### src/rtl/mem_arbiter_rr_if.sv
// Bundle between the L1-side clients / L2 port and mem_arbiter_rr.
// Handshake: req_read/req_write are levels held until the one-cycle req_resp; mem_read/mem_write are held until mem_resp.
interface mem_arbiter_rr_if #(
  parameter int NUM_CH = 2,
  parameter int ADDR_W = 16,
  parameter int DATA_W = 128
);
  localparam int ID_W = (NUM_CH > 1) ? $clog2(NUM_CH) : 1;

  logic [NUM_CH-1:0]        req_read;
  logic [NUM_CH-1:0]        req_write;
  logic [NUM_CH*ADDR_W-1:0] req_address;
  logic [NUM_CH*DATA_W-1:0] req_wdata;
  logic [NUM_CH-1:0]        req_resp;
  logic [DATA_W-1:0]        req_rdata;
  logic [ID_W-1:0]          grant_id;
  logic                     mem_read;
  logic                     mem_write;
  logic [ADDR_W-1:0]        mem_address;
  logic [DATA_W-1:0]        mem_wdata;
  logic                     mem_resp;
  logic [DATA_W-1:0]        mem_rdata;

  // Environment side: clients and the L2 memory model.
  modport master (
    output req_read, req_write, req_address, req_wdata, mem_resp, mem_rdata,
    input  req_resp, req_rdata, grant_id, mem_read, mem_write, mem_address, mem_wdata
  );

  // Arbiter side.
  modport slave (
    input  req_read, req_write, req_address, req_wdata, mem_resp, mem_rdata,
    output req_resp, req_rdata, grant_id, mem_read, mem_write, mem_address, mem_wdata
  );
endinterface

### src/rtl/mem_arbiter_rr.sv
// N-channel arbiter onto a single L2 port with registered request/response paths.
// Define ARB_ROUND_ROBIN_EN for round-robin selection; otherwise highest-index channel wins.
module mem_arbiter_rr #(
  parameter int NUM_CH = 2,
  parameter int ADDR_W = 16,
  parameter int DATA_W = 128
) (
  input  logic               clk,
  input  logic               rst_n,
  mem_arbiter_rr_if.slave    bus,
  output logic [1:0]         state
);
  localparam int ID_W = (NUM_CH > 1) ? $clog2(NUM_CH) : 1;

  typedef enum logic [1:0] {IDLE = 2'd0, BUSY = 2'd1, RESP = 2'd2} state_t;

  state_t            st;
  logic [NUM_CH-1:0] active;
  logic [ID_W-1:0]   win;

  assign state  = st;
  assign active = bus.req_read | bus.req_write;

`ifdef ARB_ROUND_ROBIN_EN
  logic [ID_W-1:0] ptr;
  int              idx;

  // Scan downward from ptr+NUM_CH-1 so the channel closest to ptr is assigned last and wins.
  always_comb begin
    win = '0;
    idx = 0;
    for (int k = NUM_CH - 1; k >= 0; k--) begin
      idx = int'(ptr) + k;
      if (idx >= NUM_CH) idx = idx - NUM_CH;
      if (active[idx]) win = ID_W'(idx);
    end
  end
`else
  always_comb begin
    win = '0;
    for (int i = 0; i < NUM_CH; i++) begin
      if (active[i]) win = ID_W'(i);
    end
  end
`endif

  always_ff @(posedge clk or negedge rst_n) begin
    if (!rst_n) begin
      st              <= IDLE;
      bus.req_resp    <= '0;
      bus.req_rdata   <= '0;
      bus.grant_id    <= '0;
      bus.mem_read    <= 1'b0;
      bus.mem_write   <= 1'b0;
      bus.mem_address <= '0;
      bus.mem_wdata   <= '0;
`ifdef ARB_ROUND_ROBIN_EN
      ptr             <= '0;
`endif
    end else begin
      bus.req_resp <= '0;
      case (st)
        IDLE: begin
          if (|active) begin
            // A channel asserting both read and write is treated as a write.
            bus.mem_write   <= bus.req_write[win];
            bus.mem_read    <= ~bus.req_write[win];
            bus.mem_address <= bus.req_address[win*ADDR_W +: ADDR_W];
            bus.mem_wdata   <= bus.req_wdata[win*DATA_W +: DATA_W];
            bus.grant_id    <= win;
`ifdef ARB_ROUND_ROBIN_EN
            ptr             <= (int'(win) == NUM_CH - 1) ? '0 : win + 1'b1;
`endif
            st              <= BUSY;
          end
        end
        BUSY: begin
          if (bus.mem_resp) begin
            if (bus.mem_read) bus.req_rdata <= bus.mem_rdata;
            bus.mem_read           <= 1'b0;
            bus.mem_write          <= 1'b0;
            bus.req_resp[bus.grant_id] <= 1'b1;
            st                     <= RESP;
          end
        end
        RESP: st <= IDLE;
        default: st <= IDLE;
      endcase
    end
  end
endmodule

### src/flat_wrapper.sv
// flat-port wrapper written by rule: the top's interface ports become plain ports
module mem_arbiter_rr_flat 
#(
  parameter int NUM_CH = 2,
  parameter int ADDR_W = 16,
  parameter int DATA_W = 128
)
  (clk, rst_n, state, bus_req_read, bus_req_write, bus_req_address, bus_req_wdata, bus_mem_resp, bus_mem_rdata, bus_req_resp, bus_req_rdata, bus_grant_id, bus_mem_read, bus_mem_write, bus_mem_address, bus_mem_wdata);
  mem_arbiter_rr_if #(.NUM_CH(NUM_CH), .ADDR_W(ADDR_W), .DATA_W(DATA_W)) bus_i ();
  input  logic clk;
  input  logic rst_n;
  output logic [1:0] state;
  input wire logic [$bits(bus_i.req_read)-1:0] bus_req_read;
  input wire logic [$bits(bus_i.req_write)-1:0] bus_req_write;
  input wire logic [$bits(bus_i.req_address)-1:0] bus_req_address;
  input wire logic [$bits(bus_i.req_wdata)-1:0] bus_req_wdata;
  input wire logic [$bits(bus_i.mem_resp)-1:0] bus_mem_resp;
  input wire logic [$bits(bus_i.mem_rdata)-1:0] bus_mem_rdata;
  output wire logic [$bits(bus_i.req_resp)-1:0] bus_req_resp;
  output wire logic [$bits(bus_i.req_rdata)-1:0] bus_req_rdata;
  output wire logic [$bits(bus_i.grant_id)-1:0] bus_grant_id;
  output wire logic [$bits(bus_i.mem_read)-1:0] bus_mem_read;
  output wire logic [$bits(bus_i.mem_write)-1:0] bus_mem_write;
  output wire logic [$bits(bus_i.mem_address)-1:0] bus_mem_address;
  output wire logic [$bits(bus_i.mem_wdata)-1:0] bus_mem_wdata;
  assign bus_i.req_read = bus_req_read;
  assign bus_i.req_write = bus_req_write;
  assign bus_i.req_address = bus_req_address;
  assign bus_i.req_wdata = bus_req_wdata;
  assign bus_i.mem_resp = bus_mem_resp;
  assign bus_i.mem_rdata = bus_mem_rdata;
  assign bus_req_resp = bus_i.req_resp;
  assign bus_req_rdata = bus_i.req_rdata;
  assign bus_grant_id = bus_i.grant_id;
  assign bus_mem_read = bus_i.mem_read;
  assign bus_mem_write = bus_i.mem_write;
  assign bus_mem_address = bus_i.mem_address;
  assign bus_mem_wdata = bus_i.mem_wdata;
  mem_arbiter_rr #(.NUM_CH(NUM_CH), .ADDR_W(ADDR_W), .DATA_W(DATA_W)) u_core (.clk(clk), .rst_n(rst_n), .bus(bus_i), .state(state));
endmodule
### config.mk
export PLATFORM = sky130hd
export DESIGN_NAME = mem_arbiter_rr_flat
export DESIGN_NICKNAME = d
export VERILOG_FILES = /design/src/rtl/mem_arbiter_rr_if.sv /design/src/rtl/mem_arbiter_rr.sv /design/src/flat_wrapper.sv
export SDC_FILE = /design/constraint.sdc
export NUM_CORES = 1
export LEC_CHECK = 0
export BUFFER_PORTS_ARGS = -buffer_cell sky130_fd_sc_hd__buf_2
export CAP_MARGIN = 20
export CORE_AREA = 2 2 270 272
export DETAILED_ROUTE_END_ITERATION = 10
export DIE_AREA = 0 0 272 274
export PLACE_DENSITY = 0.37
export REMOVE_ABC_BUFFERS = 1
export SLEW_MARGIN = 30
export SYNTH_ARGS = -nofsm -noshare
export SYNTH_HDL_FRONTEND = slang
export SYNTH_SLANG_ARGS = --single-unit
### constraint.sdc
create_clock -name clk -period 2.31 [get_ports clk]
set_clock_uncertainty 0.15 [all_clocks]
set_input_delay 0.231 -clock clk [delete_from_list [all_inputs] [get_ports clk]]
set_output_delay 0.231 -clock clk [all_outputs]
set_load 0.02 [all_outputs]
==> impl_metrics.env, run 1 <==
export IMPL_place_hpwl_um=34400
export IMPL_synth_adder_area_share_pct=0
export IMPL_syn_instance_count=760
export IMPL_placed_area_um2=17200
export IMPL_worst_slack_ns=0.248
export IMPL_start_util_pct=17.2
export IMPL_rows=99
export IMPL_final_nets=2348
export IMPL_final_cell_mix="buf_2, dlygate4sd3_1, mux2_2"
export IMPL_clock_sinks=279
export IMPL_cp_required_ns=2.56
export IMPL_r2r_start="u_core.state[1]$_DFFE_PN0P_"
export IMPL_rsz0062_at_grt="false"
export IMPL_grt_overflow_total=0
export IMPL_wl_um=45800
export IMPL_worst_slew_pin_slew_ns=0.420
export IMPL_postCtsSetupRepairBufs=0
export IMPL_cts_buffers=36
export IMPL_num_fill_cells=7390
export IMPL_finalPower_mw=26.3
export IMPL_drtIter0Drc=241
export IMPL_vias=10749
export IMPL_period_share_pct=89.3
export IMPL_fmax_ghz=0.485
export IMPL_final_max_slew_viol_count=0
export IMPL_clk_latency_ns=0.53
export IMPL_power_density_nw_per_um2=1160
export IMPL_setup_viol=0
export IMPL_hold_viol=0
export IMPL_ant_nets=0
export IMPL_clock_root_buffer="clkbuf_16"
export IMPL_status="complete, no violations"
export IMPL_path_class="input pin to register"
export IMPL_critical_path_startpoint_type="input pin"
export IMPL_clock_path_buffers=3
export IMPL_synth_edff_count=0
export IMPL_io_buffer_count=701
export IMPL_die_width_um=272
export IMPL_placed_cells=2424
export IMPL_die_y_um=274
export IMPL_leakagePower_nw=10.6
export IMPL_synth_cell_type_count=19
export IMPL_final_area_um2=22600
export IMPL_seq_area_um2=6980
export IMPL_slew_limit_headroom_pct=72.0
export IMPL_cts_tree="done"
export IMPL_synth_compound_area_share_pct=0.192
export IMPL_cp_max_fo=32
export IMPL_grt_util_all_layers_pct=11.6
export IMPL_viasPerCell=3.69
export IMPL_first_pass_iters=4
export IMPL_globalplace_congestion=0.825
export IMPL_synthMuxAreaShare_pct=39.4
export IMPL_post_place_ws_ns=0.267
export IMPL_layoutNonFillerInstCount=2911
export IMPL_syn_area_um2=12400
export IMPL_io_pins=702
export IMPL_ys_warn_count=0
export IMPL_multi_input_comb_area_um2=4990
export IMPL_r2r_slack_ns=0.26
export IMPL_drc=0
export IMPL_hold_class="input pin to asynchronous set/reset pin"
export IMPL_ys_flop_type="dfrtp_1"
export IMPL_syn_to_final_growth_pct=82.4
export IMPL_r2r_cells=5
export IMPL_grt_antenna_before_repair=2
export IMPL_whs_ns=0.0352
export IMPL_syn_mean_instance_area_um2=16.3
export IMPL_ys_seq_area_share_pct=56.3
export IMPL_max_vdd_ir_drop_mv=0.763
export IMPL_synth_top_family_by_area="multiplexers"
export IMPL_clk_transition_reported_paths_ns=0.05
export IMPL_yosys_area_share_simple_pct=0.474
export IMPL_layout_drive_gt1_share_pct=62.4
export IMPL_ys_async_sr_fraction_pct=100
export IMPL_grt_first_pass_wirelength_um=67400
export IMPL_wl_per_cell_um=15.7
export IMPL_grt_pass1_vias=11840
export IMPL_arrival_ns=2.31
export IMPL_final_common_cell="buf_2"
export IMPL_core_um2=72000
export IMPL_yosys_register_bits=279
export IMPL_cap_violations=0
export IMPL_synth_xor_area_share_pct=0
export IMPL_h_tree_depth=2
export IMPL_min_period_ns=2.06
export IMPL_die_area_um2=74500
export IMPL_grt_max_degree=43
export IMPL_reg2reg_to="u_core.bus.mem_wdata[65]$_DFFE_PN0P_"
export IMPL_worstSetupEndpointType="register"
## repair_timing
action,in CTS,in global routing
setup endpoints to repair,0,0
hold endpoints to repair,442,0
gates resized for setup,0,0
hold buffers,422,0
## metrics by stage
step | setup TNS [ns] | util, %
after floorplan | -2607.86 | -
after global placement | 0 | 23.9
after detailed placement | 0 | 23.9
after CTS | 0 | 31.4
after global routing | 0 | 31.4
final | 0 | 31.4
## worst max path at each step
stage | startpoint | to | slack, ns | cells past startpoint
2_1_floorplan | bus_req_read[1] | u_core.bus.mem_wdata[14]$_DFFE_PN0P_ | -16.18 | 3
3_5_place_dp | bus_req_write[1] | u_core.bus.mem_wdata[61]$_DFFE_PN0P_ | 0.27 | 6
3_3_place_gp | u_core.state[1]$_DFFE_PN0P_ | u_core.bus.mem_wdata[45]$_DFFE_PN0P_ | 0.29 | 5
5_1_grt | u_core.state[1]$_DFFE_PN0P_ | u_core.bus.mem_wdata[114]$_DFFE_PN0P_ | 0.16 | 5
6_report | bus_req_write[1] | u_core.bus.mem_wdata[65]$_DFFE_PN0P_ | 0.25 | 7
4_1_cts | u_core.state[1]$_DFFE_PN0P_ | u_core.bus.mem_wdata[54]$_DFFE_PN0P_ | 0.25 | 5
## synthesized netlist by cell type (2+ instances only)
cell / number / area (um2)
buf_2: 11 / 55.1
mux2_4: 49 / 736
dfrtp_1: 279 / 6980
o21ai_0: 2 / 10.0
mux2_2: 358 / 4030
nand2_1: 2 / 7.51
nor2_1: 3 / 11.3
inv_1: 2 / 7.51
buf_4: 4 / 30.0
mux2_1: 10 / 113
buf_6: 31 / 349
and2_1: 2 / 12.5
## state kept, by name, indices dropped and copies added (netlist names)
| name | cells |
|---|---|
| u_core.bus.grant_id | 1 |
| u_core.bus.mem_wdata | 128 |
| u_core.bus.mem_read | 1 |
| u_core.bus.req_resp | 2 |
| u_core.bus.req_rdata | 128 |
| u_core.state | 2 |
| u_core.bus.mem_write | 1 |
| u_core.bus.mem_address | 16 |
## report_power, final
group	switching [mW]	leakage (nW)	internal (mW)	total (mW)
Clock	2.23	0.575	3.39	5.62
Sequential	1.27	3.30	7.40	8.66
Combinational	6.56	6.77	5.45	12.0
## area by class of cell
class	instances	area share [%]
diodes	2	0.0221
clock buffers	54	4.68
clock inverters	9	0.515
inverters	2	0.0332
multi-input cells	433	22.1
flip-flops and latches	279	30.9
well taps	959	5.31
repair buffers	1173	36.5
## metal layers
layer  track usage (%)  wire length [um]
met2              21.6             23600
met3              4.00              4000
met5                 0                 0
met4              4.58              1700
met1              11.9             16600
## cell families after synthesis
family          count (synthesis)
compound gates                  4
buf+inv                        48
flops                         279
mux                           418
simple gates                   11
## critical path, stage by stage
cell	delay [ns]
buf_2	0.12
nor2_4	0.19
buf_12	0.24
buf_12	0.26
mux2_2	0.35
dlygate4sd3_1	0.55
mux2_2	0.27
Power figures use the tool's default switching activity.
==> run 2: changes to the inputs <==
==> constraint.sdc (replaced) <==
create_clock -name clk -period 1.9 [get_ports clk]
set_clock_uncertainty 0.15 [all_clocks]
set_input_delay 0.285 -clock clk [delete_from_list [all_inputs] [get_ports clk]]
set_output_delay 0.285 -clock clk [all_outputs]
set_load 0.02 [all_outputs]
==> run 2 against run 1 <==
The flow now finishes with violations (setup timing). Utilization increased by 0.18 points. First-iteration DRC count decreased by 12%. Global-route usage increased by 0.18 points. Design area increased by 0.56%. Critical endpoint unchanged. Combinational power increased by 24%. Total power increased by 21%. Count of clock-buffer cells in the layout decreased by 3. Largest cell class unchanged. Sequential share of layout area decreased by 0.17 points. Register-to-register slack got worse by 0.23 ns. Setup slack got worse by 0.28 ns. Die area unchanged. Wire length increased by 0.34%.
==> impl_metrics.env, run 2 (synthesis gave the netlist of run 1 again) <==
export IMPL_status="finished with violations"
export IMPL_violations="setup timing"
export IMPL_drtIter0Drc=213
export IMPL_grt_first_pass_wirelength_um=68200
export IMPL_worst_slew_pin_slew_ns=0.593
export IMPL_grt_util_all_layers_pct=11.8
export IMPL_core_um2=72000
export IMPL_arrival_ns=2.19
export IMPL_clk_latency_ns=0.52
export IMPL_vias=10863
export IMPL_cap_violations=0
export IMPL_path_common_cell="mux2_2"
export IMPL_cp_required_ns=2.16
export IMPL_crit_family="buffers and inverters"
export IMPL_cts_tree="done"
export IMPL_setup_viol=17
export IMPL_worst_path_buf_inv=4
export IMPL_layout_drive_gt1_share_pct=62.9
export IMPL_startpoint="bus_req_write[1]"
export IMPL_final_nets=2355
export IMPL_cp_max_fo=24
export IMPL_antennaDiodeCount=0
export IMPL_period_share_pct=102
export IMPL_max_vdd_ir_drop_mv=0.838
export IMPL_grt_overflow_total=0
export IMPL_num_fill_cells=7335
export IMPL_clock_path_buffers=3
export IMPL_wl_per_cell_um=15.8
export IMPL_multi_input_comb_area_um2=5040
export IMPL_die_width_um=272
export IMPL_critical_path_startpoint_type="input pin"
export IMPL_clk_transition_reported_paths_ns=0.05
export IMPL_globalplace_congestion=0.785
export IMPL_endpoint="u_core.bus.mem_wdata[65]$_DFFE_PN0P_"
export IMPL_io_buffer_count=701
export IMPL_die_area_um2=74500
export IMPL_r2r_slack_ns=0.03
export IMPL_final_cell_mix="buf_2, dlygate4sd3_1, mux2_2"
export IMPL_final_max_slew_viol_count=0
export IMPL_ant_nets=0
export IMPL_path_class="input pin to register"
export IMPL_crit_chain="buf_2 > nor2_4 > buf_12 > buf_16 > mux2_2 > dlygate4sd3_1 > mux2_2"
export IMPL_path_depth=7
export IMPL_worst_slack_ns=-0.0291
export IMPL_rows=99
export IMPL_grt_max_degree=60
export IMPL_r2r_start="u_core.state[1]$_DFFE_PN0P_"
export IMPL_final_common_cell="buf_2"
export IMPL_use_met2_pct=22.3
export IMPL_h_tree_depth=2
export IMPL_worstSetupEndpointType="register"
export IMPL_io_pins=702
export IMPL_clock_sinks=279
export IMPL_reg2reg_to="u_core.bus.mem_wdata[55]$_DFFE_PN0P_"
export IMPL_hold_depth=3
export IMPL_placed_cells=2439
export IMPL_cts_buffers=35
export IMPL_clock_root_buffer="clkbuf_16"
export IMPL_seq_area_um2=6980
export IMPL_grt_busiest_layer="met2"
export IMPL_use_met3_pct=3.98
export IMPL_start_util_pct=17.2
export IMPL_min_period_ns=1.93
export IMPL_gr_usage_met1_pct=11.8
export IMPL_layoutNonFillerInstCount=2914
export IMPL_largestRegisters="u_core.bus.mem_wdata x128, u_core.bus.req_rdata x128, u_core.bus.mem_address x16"
export IMPL_fmax_ghz=0.518
export IMPL_hold_viol=0
export IMPL_rsz0062_at_grt="true"
export IMPL_r2r_cells=5
export IMPL_leakagePower_nw=10.7
export IMPL_syn_to_final_growth_pct=83.4
export IMPL_viasPerCell=3.73
export IMPL_hold_class="input pin to register"
export IMPL_final_util_pct=31.6
export IMPL_grt_antenna_before_repair=1
export IMPL_grt_pass1_vias=12015
export IMPL_place_hpwl_um=34600
export IMPL_cpMaxStageDelayCell="dlygate4sd3_1"
export IMPL_first_pass_iters=4
export IMPL_wl_um=46000
export IMPL_power_density_nw_per_um2=1400
export IMPL_slew_limit_headroom_pct=60.5
export IMPL_die_y_um=274
export IMPL_cpPeakStageDelay_ns=0.56
export IMPL_drc=0
## run 2: worst min-delay path by stage
stage | start | to | slack (ns)
after floorplan | rst_n | u_core.bus.grant_id$_DFFE_PN0P_ | -0.16
after global placement | rst_n | u_core.bus.mem_address[0]$_DFFE_PN0P_ | 0.15
after detailed placement | rst_n | u_core.bus.mem_address[0]$_DFFE_PN0P_ | 0.15
after CTS | bus_req_wdata[16] | u_core.bus.mem_wdata[16]$_DFFE_PN0P_ | 0.004
after global routing | bus_req_wdata[205] | u_core.bus.mem_wdata[77]$_DFFE_PN0P_ | 0.01
final | bus_req_wdata[47] | u_core.bus.mem_wdata[47]$_DFFE_PN0P_ | 0.05
## run 2: what timing repair did
| action | in CTS | in global routing |
|---|---|---|
| hold buffers | 414 | 0 |
| endpoints found under the setup margin | 71 | 184 |
| hold endpoints to repair | 346 | 0 |
| gates resized for setup | 3 | 13 |
| pin swaps | 0 | 0 |
| buffers inserted | 1 | 0 |
## run 2: layout make-up
cell class / instances / share of cell area, %
inverters: 2 / 0.0330
multi-input cells: 433 / 22.2
clock inverters: 9 / 0.385
repair buffers: 1181 / 37.0
well taps: 959 / 5.28
clock buffers: 51 / 4.47
flip-flops and latches: 279 / 30.7
## run 2: metal layers
metal  wire length (um)  vias to the layer above
met5                  0                        -
met4               1640                        0
met3               4090                       77
met2              24200                      478
met1              16100                     5238
li1                   -                     5070
## run 2: per-stage QoR
step	hold WS, ns	setup WS [ns]	area [um2]	setup TNS [ns]	total power [mW]
floorplan	-0.161	-16.65	12000	-2729.01	18.6
global placement	0.146	0.00780	17400	0	24.8
detailed placement	0.150	-0.0202	17400	-0.380	24.9
CTS	0.00368	-0.00341	22700	-0.00375	32.5
global route	0.0120	-0.0452	22700	-2.50	34.0
finish	0.0547	-0.0291	22700	-0.113	31.9
## run 2: power breakdown
| group | internal, mW | leakage, nW | switching [mW] |
|---|---|---|---|
| sequential | 8.99 | 3.30 | 1.56 |
| clock | 3.85 | 0.543 | 2.60 |
| combinational | 6.88 | 6.89 | 8.05 |
| total | 19.7 | 10.7 | 12.2 |
## run 2: worst register-to-register path, cell delays in order, from the launching register on
cell,delay [ns]
dfrtp_1,0.39
or2_4,0.27
a21oi_4,0.16
buf_12,0.19
buf_16,0.22
mux2_2,0.37
==> run 3: changes to the inputs <==
--- a/config.mk
+++ b/config.mk
@@ -11,4 +11,5 @@
 export DETAILED_ROUTE_END_ITERATION = 10
 export DIE_AREA = 0 0 272 274
+export MAX_ROUTING_LAYER = met4
 export PLACE_DENSITY = 0.37
 export REMOVE_ABC_BUFFERS = 1
==> constraint.sdc (replaced) <==
create_clock -name clk -period 1.9 [get_ports clk]
set_clock_uncertainty 0.15 [all_clocks]
set_input_delay 0.095 -clock clk [delete_from_list [all_inputs] [get_ports clk]]
set_output_delay 0.095 -clock clk [all_outputs]
set_load 0.02 [all_outputs]
==> run 3 against run 2 <==
The flow now finishes without violations. Final cell count increased by 0.21%. Setup slack improved by 0.036 ns. Design area increased by 1.5%. Wire length increased by 2.4%. Hold slack improved by 0.092 ns. Register-to-register slack got worse by 0.02 ns. Global-route usage increased by 0.31 points. Count of clock-buffer cells in the layout decreased by 4. Critical path type is now register to register. Critical endpoint is now u_core.bus.mem_wdata[17]$_DFFE_PN0P_. Highest routed layer unchanged.
==> impl_metrics.env, run 3 (synthesis gave the netlist of run 1 again) <==
export IMPL_reg2reg_to="u_core.bus.mem_wdata[17]$_DFFE_PN0P_"
export IMPL_final_common_cell="buf_2"
export IMPL_globalplace_congestion=0.802
export IMPL_io_buffer_count=701
export IMPL_clk_latency_ns=0.54
export IMPL_layoutNonFillerInstCount=2920
export IMPL_wl_um=47100
export IMPL_final_area_um2=23100
export IMPL_largestRegisters="u_core.bus.mem_wdata x128, u_core.bus.req_rdata x128, u_core.bus.mem_address x16"
export IMPL_arrival_ns=2.14
export IMPL_io_pins=702
export IMPL_cts_tree="done"
export IMPL_grt_first_pass_wirelength_um=68000
export IMPL_clock_path_buffers=3
export IMPL_hold_class="input pin to asynchronous set/reset pin"
export IMPL_die_y_um=274
export IMPL_cp_required_ns=2.15
export IMPL_final_nets=2361
export IMPL_viasPerCell=3.72
export IMPL_final_max_slew_viol_count=0
export IMPL_grt_overflow_total=0
export IMPL_r2r_cells=6
export IMPL_start_util_pct=17.2
export IMPL_clock_root_buffer="clkbuf_16"
export IMPL_final_util_pct=32.1
export IMPL_drtIter0Drc=206
export IMPL_endpoint="u_core.bus.mem_wdata[17]$_DFFE_PN0P_"
export IMPL_clock_sinks=279
export IMPL_rsz0062_at_grt="true"
export IMPL_die_area_um2=74500
export IMPL_h_tree_depth=2
export IMPL_grt_max_degree=50
export IMPL_cp_max_fo=6
export IMPL_period_share_pct=99.6
export IMPL_syn_to_final_growth_pct=86.2
export IMPL_clk_transition_reported_paths_ns=0.06
export IMPL_critical_path_startpoint_type="register"
export IMPL_leakagePower_nw=10.9
export IMPL_post_place_ws_ns=0.0156
export IMPL_hold_viol=0
export IMPL_worstSetupEndpointType="register"
export IMPL_core_um2=72000
export IMPL_status="complete, no violations"
export IMPL_max_vdd_ir_drop_mv=0.809
export IMPL_grt_antenna_before_repair=2
export IMPL_place_hpwl_um=34100
export IMPL_slew_limit_headroom_pct=79.0
export IMPL_wl_per_cell_um=16.1
export IMPL_cpPeakStageDelay_ns=0.38
export IMPL_crit_chain="or2_4 > a21oi_4 > buf_12 > clkbuf_16 > buf_8 > mux2_4"
export IMPL_r2r_start="u_core.state[0]$_DFFE_PN0P_"
export IMPL_startpoint="u_core.state[0]$_DFFE_PN0P_"
export IMPL_num_fill_cells=7356
export IMPL_cts_buffers=36
export IMPL_cpMaxStageDelayCell="dfrtp_1"
export IMPL_setup_viol=0
export IMPL_placed_cells=2429
export IMPL_min_period_ns=1.89
export IMPL_layout_drive_gt1_share_pct=63.2
export IMPL_ant_nets=0
export IMPL_fin_tns_setup_ns=0
export IMPL_path_class="register to register"
export IMPL_die_width_um=272
export IMPL_grt_pass1_vias=12106
export IMPL_power_density_nw_per_um2=1440
export IMPL_placed_area_um2=17300
export IMPL_drc=0
export IMPL_finalPower_mw=33.2
export IMPL_worst_slack_ns=0.00726
export IMPL_cap_violations=0
export IMPL_vias=10868
export IMPL_final_cell_mix="buf_2, dlygate4sd3_1, mux2_2"
export IMPL_r2r_slack_ns=0.007
export IMPL_grt_util_all_layers_pct=12.1
export IMPL_fmax_ghz=0.528
export IMPL_seq_area_um2=6980
export IMPL_worst_slew_pin_slew_ns=0.313
export IMPL_first_pass_iters=4
export IMPL_rows=99
export IMPL_multi_input_comb_area_um2=5090
export IMPL_whs_ns=0.147
run 3: worst min path at each step:
stage	depth (start not counted)	slack, ns	start	to
final	3	0.15	rst_n	u_core.bus.mem_wdata[30]$_DFFE_PN0P_
after global routing	3	0.14	bus_mem_rdata[11]	u_core.bus.req_rdata[11]$_DFFE_PN0P_
after CTS	3	0.11	bus_mem_rdata[37]	u_core.bus.req_rdata[37]$_DFFE_PN0P_
after detailed placement	1	-0.09	rst_n	u_core.bus.mem_address[10]$_DFFE_PN0P_
after global placement	1	-0.09	rst_n	u_core.bus.mem_address[10]$_DFFE_PN0P_
after floorplan	0	-0.35	rst_n	u_core.bus.grant_id$_DFFE_PN0P_
run 3: critical path: cells and delay by family, from the launching register on:
family / cells / cell delay (ns)
muxes: 1 / 0.30
DFF: 1 / 0.38
and+or+nand+nor: 1 / 0.27
AOI/OAI and AO/OA: 1 / 0.18
buffers and inverters: 3 / 0.46
run 3: what timing repair did:
| action | 4_1_cts | 5_1_grt |
|---|---|---|
| pin swaps | 0 | 2 |
| cloned | 0 | 6 |
| endpoints found under the hold margin | 558 | 0 |
| setup endpoints to repair | 25 | 183 |
| hold buffers | 423 | 0 |
| resized for setup | 3 | 39 |
| buffers inserted | 0 | 1 |
run 3: area by class of cell:
| class | count | area share [%] |
|---|---|---|
| clock inverter | 13 | 0.808 |
| inverter | 2 | 0.0325 |
| clock buffer | 47 | 4.39 |
| multi-input combinational | 433 | 22.1 |
| sequential | 279 | 30.3 |
| tap | 959 | 5.20 |
| timing repair buffer | 1186 | 37.2 |
| antenna | 1 | 0.0108 |
run 3: metal layers:
layer | global-route usage (%) | up-vias | part of all wire (%) | wire, um
met1 | 12.2 | 5222 | 36 | 17200
met2 | 21.9 | 473 | 52 | 24400
met3 | 3.53 | 84 | 7.7 | 3630
li1 | - | 5089 | - | -
met5 | - | - | 0 | 0
met4 | 5.00 | 0 | 4.1 | 1940
run 3: report_power, final:
group	internal [mW]	total (mW)	switching (mW)
clock	4.29	6.97	2.68
sequential	8.99	10.5	1.55
combinational	7.39	15.7	8.28
